`config.mk`:
```
export PLATFORM = sky130hd
export DESIGN_NAME = level_progress_fsm_flat
export DESIGN_NICKNAME = d
export VERILOG_FILES = /design/src/rtl/level_progress_if.sv /design/src/rtl/level_progress_fsm.sv /design/src/flat_wrapper.sv
export SDC_FILE = /design/constraint.sdc
export NUM_CORES = 1
export LEC_CHECK = 0
export CELL_PAD_IN_SITES_DETAIL_PLACEMENT = 1
export CELL_PAD_IN_SITES_GLOBAL_PLACEMENT = 2
export CORE_MARGIN = 2
export CORE_UTILIZATION = 30
export CTS_BUF_LIST = sky130_fd_sc_hd__clkbuf_4 sky130_fd_sc_hd__clkbuf_8
export CTS_CLUSTER_SIZE = 28
export DETAILED_ROUTE_END_ITERATION = 8
export GPL_ROUTABILITY_DRIVEN = 0
export PLACE_DENSITY = 0.87
export SETUP_SLACK_MARGIN = 0.02
export SLEW_MARGIN = 10
export SYNTH_ARGS = -nofsm -noshare
export SYNTH_HDL_FRONTEND = slang
export SYNTH_SLANG_ARGS = --single-unit
```
`constraint.sdc`:
```
create_clock -name clock -period 10.6 [get_ports clock]
set_clock_uncertainty 0.15 [all_clocks]
set_input_delay 1.59 -clock clock [delete_from_list [all_inputs] [get_ports clock]]
set_output_delay 1.59 -clock clock [all_outputs]
set_load 0.03 [all_outputs]
```
`src/rtl/level_progress_if.sv`:
```
// level_progress_if: character/trigger inputs and renderer handshake for level_progress_fsm.
interface level_progress_if #(
  parameter int NUM_STAGES = 4,
  parameter int X_W = 9,
  parameter int Y_W = 8
);
  localparam int SW = $clog2(NUM_STAGES) < 1 ? 1 : $clog2(NUM_STAGES);
  logic activate, spriteDead, doneRedraw;
  logic [X_W-1:0] charX, goalX;
  logic [Y_W-1:0] charY, goalY;
  logic [NUM_STAGES*X_W-1:0] fwdX, backX;
  logic [NUM_STAGES*Y_W-1:0] fwdY, backY;
  logic [SW-1:0] stage, targetStage;
  logic redrawReq, busy, finished;
  logic [7:0] restartCount;
  modport master (
    output activate, spriteDead, doneRedraw, charX, charY, fwdX, fwdY, backX, backY, goalX, goalY,
    input stage, targetStage, redrawReq, busy, finished, restartCount
  );
  modport slave (
    input activate, spriteDead, doneRedraw, charX, charY, fwdX, fwdY, backX, backY, goalX, goalY,
    output stage, targetStage, redrawReq, busy, finished, restartCount
  );
endinterface

```
`src/rtl/level_progress_fsm.sv`:
```
// level_progress_fsm: steps through puzzle stages on trigger+activate, handshaking each redraw with the renderer.
module level_progress_fsm #(
  parameter int NUM_STAGES = 4,
  parameter int X_W = 9,
  parameter int Y_W = 8,
  parameter int HIT_TOL = 2
) (
  input logic clock,
  input logic reset,
  level_progress_if.slave bus
);
  localparam int SW = $clog2(NUM_STAGES) < 1 ? 1 : $clog2(NUM_STAGES);
  localparam logic [1:0] S_REQ = 2'd0, S_WAIT = 2'd1, S_PLAY = 2'd2, S_DONE = 2'd3;
  localparam logic [SW-1:0] LAST = SW'(NUM_STAGES - 1);
  localparam logic [X_W:0] TOL_X = (X_W + 1)'(HIT_TOL);
  localparam logic [Y_W:0] TOL_Y = (Y_W + 1)'(HIT_TOL);
  // Distances use one extra bit so targets near 0 or the coordinate max never wrap.
  function automatic logic near_x(input logic [X_W-1:0] a, input logic [X_W-1:0] b);
    logic [X_W:0] d;
    d = a >= b ? {1'b0, a} - {1'b0, b} : {1'b0, b} - {1'b0, a};
    return d <= TOL_X;
  endfunction
  function automatic logic near_y(input logic [Y_W-1:0] a, input logic [Y_W-1:0] b);
    logic [Y_W:0] d;
    d = a >= b ? {1'b0, a} - {1'b0, b} : {1'b0, b} - {1'b0, a};
    return d <= TOL_Y;
  endfunction
  logic [1:0] state_q, state_d;
  logic [SW-1:0] stage_q, stage_d, target_q, target_d;
  logic [7:0] count_q, count_d;
  logic act_q, act_edge, fwd_hit, back_hit, goal_hit;
  always_comb begin
    act_edge = bus.activate & ~act_q;
    fwd_hit = near_x(bus.charX, bus.fwdX[stage_q*X_W +: X_W]) & near_y(bus.charY, bus.fwdY[stage_q*Y_W +: Y_W]);
    back_hit = near_x(bus.charX, bus.backX[stage_q*X_W +: X_W]) & near_y(bus.charY, bus.backY[stage_q*Y_W +: Y_W]);
    goal_hit = near_x(bus.charX, bus.goalX) & near_y(bus.charY, bus.goalY);
    state_d = state_q;
    stage_d = stage_q;
    target_d = target_q;
    count_d = count_q;
    case (state_q)
      S_REQ: state_d = S_WAIT;
      S_WAIT: begin
        stage_d = bus.doneRedraw ? target_q : stage_q;
        state_d = bus.doneRedraw ? S_PLAY : S_WAIT;
      end
      S_PLAY:
        if (bus.spriteDead) begin
          target_d = '0;
          count_d = count_q + {7'd0, count_q != 8'hff};
          state_d = S_REQ;
        end else if (stage_q == LAST && goal_hit) begin
          state_d = S_DONE;
        end else if (act_edge && stage_q != LAST && fwd_hit) begin
          target_d = stage_q + SW'(1);
          state_d = S_REQ;
        end else if (act_edge && stage_q != '0 && back_hit) begin
          target_d = stage_q - SW'(1);
          state_d = S_REQ;
        end
      default: ;
    endcase
  end
  always_ff @(posedge clock) begin
    if (reset) begin
      state_q <= S_REQ;
      stage_q <= '0;
      target_q <= '0;
      count_q <= '0;
      act_q <= 1'b1;
    end else begin
      state_q <= state_d;
      stage_q <= stage_d;
      target_q <= target_d;
      count_q <= count_d;
      act_q <= bus.activate;
    end
  end
  assign bus.stage = stage_q;
  assign bus.targetStage = target_q;
  assign bus.redrawReq = state_q == S_REQ && !reset;
  assign bus.busy = state_q == S_REQ || state_q == S_WAIT;
  assign bus.finished = state_q == S_DONE;
  assign bus.restartCount = count_q;
endmodule

```
`src/flat_wrapper.sv`:
```
// flat-port wrapper written by rule: the top's interface ports become plain ports
module level_progress_fsm_flat 
#(
  parameter int NUM_STAGES = 4,
  parameter int X_W = 9,
  parameter int Y_W = 8,
  parameter int HIT_TOL = 2
)
  (clock, reset, bus_activate, bus_spriteDead, bus_doneRedraw, bus_charX, bus_charY, bus_fwdX, bus_fwdY, bus_backX, bus_backY, bus_goalX, bus_goalY, bus_stage, bus_targetStage, bus_redrawReq, bus_busy, bus_finished, bus_restartCount);
  level_progress_if #(.NUM_STAGES(NUM_STAGES), .X_W(X_W), .Y_W(Y_W)) bus_i ();
  input logic clock;
  input logic reset;
  input wire logic [$bits(bus_i.activate)-1:0] bus_activate;
  input wire logic [$bits(bus_i.spriteDead)-1:0] bus_spriteDead;
  input wire logic [$bits(bus_i.doneRedraw)-1:0] bus_doneRedraw;
  input wire logic [$bits(bus_i.charX)-1:0] bus_charX;
  input wire logic [$bits(bus_i.charY)-1:0] bus_charY;
  input wire logic [$bits(bus_i.fwdX)-1:0] bus_fwdX;
  input wire logic [$bits(bus_i.fwdY)-1:0] bus_fwdY;
  input wire logic [$bits(bus_i.backX)-1:0] bus_backX;
  input wire logic [$bits(bus_i.backY)-1:0] bus_backY;
  input wire logic [$bits(bus_i.goalX)-1:0] bus_goalX;
  input wire logic [$bits(bus_i.goalY)-1:0] bus_goalY;
  output wire logic [$bits(bus_i.stage)-1:0] bus_stage;
  output wire logic [$bits(bus_i.targetStage)-1:0] bus_targetStage;
  output wire logic [$bits(bus_i.redrawReq)-1:0] bus_redrawReq;
  output wire logic [$bits(bus_i.busy)-1:0] bus_busy;
  output wire logic [$bits(bus_i.finished)-1:0] bus_finished;
  output wire logic [$bits(bus_i.restartCount)-1:0] bus_restartCount;
  assign bus_i.activate = bus_activate;
  assign bus_i.spriteDead = bus_spriteDead;
  assign bus_i.doneRedraw = bus_doneRedraw;
  assign bus_i.charX = bus_charX;
  assign bus_i.charY = bus_charY;
  assign bus_i.fwdX = bus_fwdX;
  assign bus_i.fwdY = bus_fwdY;
  assign bus_i.backX = bus_backX;
  assign bus_i.backY = bus_backY;
  assign bus_i.goalX = bus_goalX;
  assign bus_i.goalY = bus_goalY;
  assign bus_stage = bus_i.stage;
  assign bus_targetStage = bus_i.targetStage;
  assign bus_redrawReq = bus_i.redrawReq;
  assign bus_busy = bus_i.busy;
  assign bus_finished = bus_i.finished;
  assign bus_restartCount = bus_i.restartCount;
  level_progress_fsm #(.NUM_STAGES(NUM_STAGES), .X_W(X_W), .Y_W(Y_W), .HIT_TOL(HIT_TOL)) u_core (.clock(clock), .reset(reset), .bus(bus_i));
endmodule
```
Yosys cells after proc, flatten, opt, wreduce, memory -nomap -nowiden
Index checks and enable logic that the tools add are counted.
Widths: inputs -> output; s select.
{"block": "word_totals", "register_bits": 15, "output_inout_bits": 15, "wordCells": 82}
{"block": "classes", "addsub": 15, "n_mul": 1, "order_cmp": 12, "eq_ne": 8, "shift": 4, "mux": 16, "n_bitwise": 5, "reduce_logical": 16}
{"operator": "$shiftx 36x7->9", "n": 2}
{"operator": "$shiftx 32x6->8", "n": 2}
{"operator": "$sub 9x9->10", "n": 6}
{"operator": "$sub 8x8->9", "n": 6}
{"operator": "$le 10x2->1 const B", "n": 3}
{"operator": "$mux 10", "n": 3}
{"operator": "$ge 9x9->1", "n": 3}
{"operator": "$le 9x2->1 const B", "n": 3}
{"operator": "$mux 9", "n": 3}
{"operator": "$ge 8x8->1", "n": 3}
{"operator": "$mux 2", "n": 9}
{"operator": "$add 8x1->8", "n": 1}
{"operator": "$ne 8x8->1 const B", "n": 1}
{"operator": "$eq 2x2->1 const B", "n": 3}
{"operator": "$logic_and 1x1->1", "n": 6}
{"operator": "$mul 2x4->6 const B", "n": 1}
{"operator": "$pmux 2 s3", "n": 1}
{"operator": "$reduce_and 2->1", "n": 3}
{"operator": "$reduce_bool 3->1", "n": 2}
{"operator": "$ne 5x2->1 const B", "n": 1}
{"operator": "$and 1x1->1", "n": 4}
{"operator": "$ne 2x2->1 const B", "n": 2}
{"operator": "$reduce_and 3->1", "n": 1}
{"operator": "$add 2x1->2 const B", "n": 1}
{"operator": "other kinds (7)", "n": 7}

Longest topological paths before layout
Gate-level depths: netlist of run 1.
{"block": "depth", "ltp_word": 12, "ltp_mapped": 18, "ltp_nobuf": 16}

Least setup slack after synthesis of run 1
OpenSTA, ideal clock, no wires.
{"block": "synth_timing", "path_type": "flip-flop to flip-flop", "from": "register u_core.stage_q[0] (netlist: u_core.bus.stage[0])", "to": "register u_core.target_q[1] (netlist: u_core.bus.targetStage[1])", "setup_time_ns": 0.071, "t_arrival_ns": 4.972, "required_time_ns": 10.379, "slack_ns": 5.407, "stages_incl_launch_ff": 17, "n_path_buf": 2, "period_less_slack_ns": 5.193, "path_cell_list": "dfxtp_1 buf_1 buf_1 mux4_2 ha_1 fa_1 nand2b_1 a21oi_1 o21ai_1 and2_1 mux2i_1 a31oi_1 xnor2_1 o41ai_4 nand2_1 or3_1 a21oi_1"}
{"block": "synth_via", "elab_chain_len": 10}
{"item": "from (decl)", "line": "level_progress_fsm.sv:29", "text": "logic [SW-1:0] stage_q, stage_d, target_q, target_d;"}
{"item": "from (signal assigned)", "line": "level_progress_fsm.sv:73", "text": "stage_q <= stage_d;"}
{"item": "$mul 2x4->6", "line": "level_progress_fsm.sv:34, level_progress_fsm.sv:35"}
{"item": "$shiftx 36x7->9", "line": "level_progress_fsm.sv:34", "text": "fwd_hit = near_x(bus.charX, bus.fwdX[stage_q*X_W +: X_W]) & near_y(bus.charY, bus.fwdY[stage_q*Y_W +: Y_W]);"}
{"item": "$sub 9x9->10 / $ge 9x9->1 (equally long branches)", "line": "level_progress_fsm.sv:20", "text": "d = a >= b ? {1'b0, a} - {1'b0, b} : {1'b0, b} - {1'b0, a};"}
{"item": "$mux 10", "line": "level_progress_fsm.sv:20"}
{"item": "$le 10x2->1", "line": "level_progress_fsm.sv:21", "text": "return d <= TOL_X;"}
{"item": "$and 1x1->1", "line": "level_progress_fsm.sv:34"}
{"item": "$logic_and 1x1->1", "line": "level_progress_fsm.sv:54", "text": "end else if (act_edge && stage_q != LAST && fwd_hit) begin"}
{"item": "$mux 2", "line": "level_progress_fsm.sv:54"}
{"item": "$mux 2", "line": "level_progress_fsm.sv:52", "text": "end else if (stage_q == LAST && goal_hit) begin"}
{"item": "$mux 2", "line": "level_progress_fsm.sv:48", "text": "if (bus.spriteDead) begin"}
{"item": "to (signal assigned)", "line": "level_progress_fsm.sv:74", "text": "target_q <= target_d;"}
{"item": "to (decl)", "line": "level_progress_fsm.sv:29"}
Parallel ways exist; a longest one is shown, timed or not. The select of a mux whose other input is x is not followed.
A chain may end at the register's enable or synchronous reset.

Final worst setup path of run 1
{"block": "layout_timing", "from": "input port bus_charX[1]", "to": "register u_core.state_q[0]"}
{"block": "layout_via", "elab_chain_len": 9}
{"item": "from (decl)", "line": "flat_wrapper.sv:16", "text": "input wire logic [$bits(bus_i.charX)-1:0] bus_charX;"}
{"item": "$sub 9x9->10 / $ge 9x9->1 (equally long branches)", "line": "level_progress_fsm.sv:20"}
{"item": "$mux 10", "line": "level_progress_fsm.sv:20"}
{"item": "$le 10x2->1", "line": "level_progress_fsm.sv:21"}
{"item": "$and 1x1->1", "line": "level_progress_fsm.sv:34"}
{"item": "$logic_and 1x1->1", "line": "level_progress_fsm.sv:54"}
{"item": "$mux 2", "line": "level_progress_fsm.sv:54"}
{"item": "$mux 2", "line": "level_progress_fsm.sv:52"}
{"item": "$mux 2", "line": "level_progress_fsm.sv:48"}
{"item": "$pmux 2 s3", "line": "level_progress_fsm.sv:41", "text": "case (state_q)"}
{"item": "to (signal assigned)", "line": "level_progress_fsm.sv:72", "text": "state_q <= state_d;"}
{"item": "to (decl)", "line": "level_progress_fsm.sv:28", "text": "logic [1:0] state_q, state_d;"}
Parallel ways exist; a longest one is shown, timed or not.

==> results.yml, run 1 <==
outcome:
  run_status: "finished, final reports clean"
clocking:
  cts_tree: "built"
  clock_latency_ns: 0.25
  clock-root-buffer: "clkbuf_8"
  cts_max_level: 1
  clock_sinks: 15
  ctsResizeCount: 0
  cts_setup_buffers: 0
  cts_inserted_buffers: 3
  clk_pin_slew_ns: 0.06
  clock_path_buffers: 2
  holdBufCountCts: 0
synthesis:
  synth_top_family_by_area: "compound AO/OA/AOI/OAI gates"
  synthCells: 843
  synth-seq-cells: 15
  synth_cell_types: 86
  synthXorXnorAreaFrac: 0.0433
  yosysWarnings: 0
  synth.avg_cell_area_um2: 7.92
  syn_nets: 1138
  ys_async_sr_fraction: 0
  synth_compound_area_frac: 0.273
  muxShareOfSynthArea: 0.151
  netlist_area_um2: 6680
  synth_flop_cell: "dfxtp_1"
  yosys.area_share.simple: 0.165
  synth-adder-area-share: 0.238
  synth_edf_count: 0
  synth_seq_area_share: 0.0450
global_route:
  overflow: 0
  antenna_found_initial: 0
  grt_util_all_layers: 0.200
  grt_pass1_wl_um: 38800
  grt_max_degree: 40
  grt_pass1_vias: 7505
power_and_ir_drop:
  p_leak_nw: 3.77
  power.density_nw_per_um2: 61.1
  peakVddDrop_mv: 0.0603
  power.total_uw: 539
timing:
  fin_setup_tns_ns: 0
  tightest_slew_ns: 1.00
  worst_slack_ns: 4.70
  timing.final.crit_share: 0.557
  rsz0062_at_grt: "false"
  final.min_clock_period_ns: 5.90
  clock.fmax_ghz: 0.169
  drv_slew: 0
  slew_headroom: 0.331
  setup_violations: 0
  hold_violations: 0
hold_path:
  hold_class: "flip-flop to flip-flop"
  hold_start: "u_core.bus.targetStage[0]"
  min_to: "u_core.bus.stage[0]"
  hold_depth: 2
final_layout:
  nets: 1303
  layout_common_cells: "clkdlybuf4s50_1 (189), inv_1 (109), ha_1 (108), a21oi_1 (72)"
  drive_gt1_frac: 0.0735
  final_common_cell: "clkdlybuf4s50_1"
  syn2layout_area_growth_pct: 32.1
  nFillCells: 2663
  final_util: 0.404
  diodes: 0
  layout.cells.non_filler: 1287
routing:
  drt_iter0_drc: 323
  drt-total-wl_um: 24200
  wl_per_cell_um: 18.8
  via_per_inst: 5.37
  ant_nets: 0
  vias: 6910
  drcViolationCount: 0
  dr.pass1.iters: 5
placement:
  numPortBuffers: 189
  post-place-cells: 1283
  dp_slack_ns: 4.39
  dp_hpwl_um: 21000
critical_path:
  setup.worst_path.end_class: "flip-flop"
  crit_required_ns: 10.65
  reg2reg_slack_ns: 5.36
  reg2regPathDepth: 15
  worstSetupPathType: "input port to flip-flop"
  worstPathArrival_ns: 5.95
  r2r_end: "u_core.bus.targetStage[1]"
  crit_path_start_kind: "input port"
  timing.rr.start: "u_core.bus.stage[0]"
  cp_max_fo: 8
job:
  drv_cap: 0
die:
  start_util: 0.306
  die_x_um: 153
  die_h_um: 153
  ioPinCount: 190
  floorplan.rows: 54
  dieArea_um2: 23500
  core-area_um2: 21800
==> cell type report <==
class	instances	area, um2	share of cell area
multi-input cells	689	5810	0.659
repair buffers	190	1900	0.215
inverters	109	409	0.0464
well taps	280	350	0.0397
flip-flops and latches	15	303	0.0343
clock buffers	3	41.3	0.00468
clock inverters	1	5.00	0.000567
==> power breakdown <==
group	total (mW)	switching (mW)	internal, mW	leakage [nW]
combinational	0.428	0.223	0.205	3.62
sequential	0.0625	0.00311	0.0594	0.122
clock	0.0481	0.0220	0.0261	0.0255
==> logic make-up (layout without fill, tap and decap cells) <==
logic type,after synthesis,after routing
and+or+nand+nor,209,209
muxes,57,57
xor gates and xnor gates,33,33
AOI/OAI and AO/OA,270,270
buffers and inverters,139,303
adders and majority gates,120,120
DFF,15,15
==> registers in the layout (all words and copies together) (netlist names) <==
name / flops
u_core.act_q: 1
u_core.bus.targetStage: 2
u_core.bus.restartCount: 8
u_core.state_q: 2
u_core.bus.stage: 2
==> through the flow <==
stage | cell area, um2 | hold slack, ns
after global placement | 8770 | 0.335
final | 8820 | 0.348
after CTS | 8820 | 0.348
after detailed placement | 8770 | 0.329
after floorplan | 6680 | 0.370
after global routing | 8820 | 0.374
==> Yosys cell counts (7+ instances only) <==
| cell type | instances | share of area |
|---|---|---|
| clkbuf_1 | 17 | 0.0096 |
| xnor2_1 | 17 | 0.022 |
| nand3_1 | 13 | 0.0097 |
| a21o_1 | 25 | 0.028 |
| mux4_2 | 34 | 0.11 |
| and2_1 | 8 | 0.0075 |
| a31oi_1 | 12 | 0.011 |
| nor2b_1 | 19 | 0.018 |
| nand2_1 | 47 | 0.026 |
| dfxtp_1 | 15 | 0.045 |
| fa_1 | 12 | 0.036 |
| or3_1 | 7 | 0.0066 |
| inv_1 | 109 | 0.061 |
| mux2i_1 | 17 | 0.025 |
| a21oi_1 | 72 | 0.054 |
| ha_1 | 108 | 0.20 |
| nand4_1 | 9 | 0.0084 |
| a211oi_1 | 14 | 0.016 |
| nand2b_1 | 13 | 0.012 |
| o21bai_1 | 7 | 0.0079 |
| xor2_1 | 16 | 0.021 |
| o21ai_0 | 47 | 0.035 |
| nor2_1 | 43 | 0.024 |
| o21a_1 | 7 | 0.0079 |
| nor3_1 | 11 | 0.0082 |
==> worst max-delay path, cell delays in order <==
cell and delay [ns]:
clkdlybuf4s50_1 0.76, inv_1 0.30, fa_1 0.48, and2b_1 0.23, o21ai_1 0.10, a31oi_1 0.40
o22ai_2 0.25, nor2b_1 0.19, a221o_1 0.30, nor4_1 0.24, or4b_4 0.55, nor3b_2 0.19
a21oi_2 0.18, o221a_1 0.18
==> worst max-delay path by stage <==
| stage | from | to |
|---|---|---|
| after floorplan | u_core.bus.stage[0] | u_core.bus.targetStage[1] |
| after global placement | bus_charX[1] | u_core.state_q[0] |
| after detailed placement | bus_charX[1] | u_core.state_q[0] |
| after CTS | bus_charX[1] | u_core.state_q[0] |
| after global routing | bus_charX[1] | u_core.state_q[0] |
| final | bus_charX[1] | u_core.state_q[0] |
==> routing by layer <==
metal | share of wire | vias up | global-route usage
li1 | - | 3402 | -
met1 | 0.47 | 3357 | 0.271
met2 | 0.49 | 137 | 0.361
met3 | 0.035 | 14 | 0.0181
met4 | 0.0048 | 0 | 0.0141
met5 | 0 | - | 0
Power figures use the tool's default switching activity.
==> run 2: changes to the inputs <==
--- a/config.mk
+++ b/config.mk
@@ -8,12 +8,12 @@
 export CELL_PAD_IN_SITES_DETAIL_PLACEMENT = 1
 export CELL_PAD_IN_SITES_GLOBAL_PLACEMENT = 2
 export CORE_MARGIN = 2
-export CORE_UTILIZATION = 30
+export CORE_UTILIZATION = 28
 export CTS_BUF_LIST = sky130_fd_sc_hd__clkbuf_4 sky130_fd_sc_hd__clkbuf_8
 export CTS_CLUSTER_SIZE = 28
 export DETAILED_ROUTE_END_ITERATION = 8
 export GPL_ROUTABILITY_DRIVEN = 0
-export PLACE_DENSITY = 0.87
+export PLACE_DENSITY = 0.82
 export SETUP_SLACK_MARGIN = 0.02
 export SLEW_MARGIN = 10
 export SYNTH_ARGS = -nofsm -noshare
==> constraint.sdc (replaced) <==
create_clock -name clock -period 6.04 [get_ports clock]
set_clock_uncertainty 0.15 [all_clocks]
set_input_delay 0.906 -clock clock [delete_from_list [all_inputs] [get_ports clock]]
set_output_delay 0.906 -clock clock [all_outputs]
set_load 0.03 [all_outputs]
==> results.yml, run 2 (synthesized netlist as in run 1, its figures left out) <==
power_and_ir_drop:
  internal_power_uw: 515
  peakVddDrop_mv: 0.0609
  p_leak_nw: 3.79
  power_switching_uw: 439
  p_seq_frac: 0.115
  power.density_nw_per_um2: 107
  p_comb_frac: 0.794
  p_clk_frac: 0.091
  switching_share: 0.460
  power.total_uw: 955
timing:
  tightest_slew_ns: 0.603
  setup_violations: 0
  timing.final.crit_share: 0.854
  hold_violations: 0
  rsz0062_at_grt: "false"
  fin_setup_tns_ns: 0
  final.min_clock_period_ns: 5.16
  worst_slack_ns: 0.884
  drv_slew: 0
  slew_headroom: 0.597
  clock.fmax_ghz: 0.194
  hold_ws_ns: 0.343
outcome:
  run_status: "finished, final reports clean"
critical_path:
  worstPathArrival_ns: 5.20
  path_depth: 14
  critical_path.max_stage_delay_ns: 0.75
  reg2regPathDepth: 14
  crit_required_ns: 6.08
  cp_max_fo: 8
  reg2reg_slack_ns: 1.12
  crit_buf_inv: 2
  setup.worst_path.end_class: "flip-flop"
  worstSetupPathType: "input port to flip-flop"
  slowest_stage: "clkdlybuf4s50_1"
  crit_family: "simple AND/OR/NAND/NOR gates"
  crit_path_cell_trace: "clkdlybuf4s50_1, inv_1, fa_1, and2b_1, o21ai_1, a31oi_1, o22ai_2, nor2b_1, a221o_1, nor4_1, or4b_4, nor3b_2, a21oi_2, o221a_1"
  crit_path_start_kind: "input port"
die:
  ioPinCount: 190
  floorplan.rows: 56
  core-area_um2: 23500
  die_x_um: 158
  die_h_um: 158
  start_util: 0.284
  dieArea_um2: 25100
final_layout:
  layout.cells.non_filler: 1329
  nFillCells: 2814
  drive_gt1_frac: 0.0762
  final_area_um2: 8910
  syn2layout_area_growth_pct: 33.4
  diodes: 0
  nets: 1306
  final_common_cell: "clkdlybuf4s50_1"
  largest_reg_flops: 8
  final_util: 0.379
  layout_common_cells: "clkdlybuf4s50_1 (189), inv_1 (109), ha_1 (108), a21oi_1 (72)"
clocking:
  clock_latency_ns: 0.25
  cts_inserted_buffers: 3
  cts_setup_buffers: 0
  clock-root-buffer: "clkbuf_8"
  holdBufCountCts: 0
  clk_pin_slew_ns: 0.06
  ctsResizeCount: 0
  clock_sinks: 15
  cts_tree: "built"
  clock_path_buffers: 2
  cts_max_level: 1
placement:
  numPortBuffers: 189
  dp_hpwl_um: 21300
  post-place-cells: 1325
  place_area_um2: 8860
  dp_slack_ns: 0.533
routing:
  vias: 6908
  drt-total-wl_um: 24200
  wl_per_cell_um: 18.2
  dr.pass1.iters: 4
  drcViolationCount: 0
  drt_iter0_drc: 319
  via_per_inst: 5.20
  ant_nets: 0
job:
  drv_cap: 0
global_route:
  overflow: 0
  antenna_found_initial: 0
  grt_pass1_vias: 7183
  grt_max_degree: 19
  grt_pass1_wl_um: 37900
  grt_util_all_layers: 0.190
hold_path:
  hold_depth: 2
  hold_class: "flip-flop to flip-flop"
[run 2: cell type report]
cell class | instances | area (um2) | share of cell area
Multi-Input combinational cell | 689 | 5810 | 0.653
Timing Repair Buffer | 193 | 1930 | 0.217
Inverter | 109 | 409 | 0.0459
Tap cell | 319 | 399 | 0.0448
Sequential cell | 15 | 303 | 0.0340
Clock buffer | 4 | 48.8 | 0.00548
[run 2: worst paths after layout]
kind,start,endpoint
worst min register to register,u_core.bus.targetStage[0],u_core.bus.stage[0]
worst max register to register,u_core.bus.stage[0],u_core.bus.targetStage[1]
worst max-delay path,bus_charX[1],u_core.state_q[0]
worst min-delay path,u_core.bus.targetStage[0],u_core.bus.stage[0]
[run 2: routing by layer]
layer,global-route usage,share of wire,up-vias
met5,0,0,-
met4,0.0163,0.0078,0
met3,0.0264,0.049,16
met2,0.331,0.49,150
met1,0.259,0.46,3332
li1,-,-,3410
[run 2: worst min-delay path, delay by kind of cell, from the launching register on]
kind | cells | cell delay [ns]
DFF | 1 | 0.34
and+or+nand+nor | 1 | 0.06
AOI/OAI and AO/OA | 1 | 0.05
[run 2: power by group through the flow]
stage          registers, mW  logic, mW  clock network, mW
5_1_grt                0.111      0.837             0.0961
2_1_floorplan          0.111      0.480                  0
6_report               0.110      0.758             0.0872
3_5_place_dp           0.112      0.753                  0
4_1_cts                0.110      0.759             0.0896
3_3_place_gp           0.112      0.748                  0
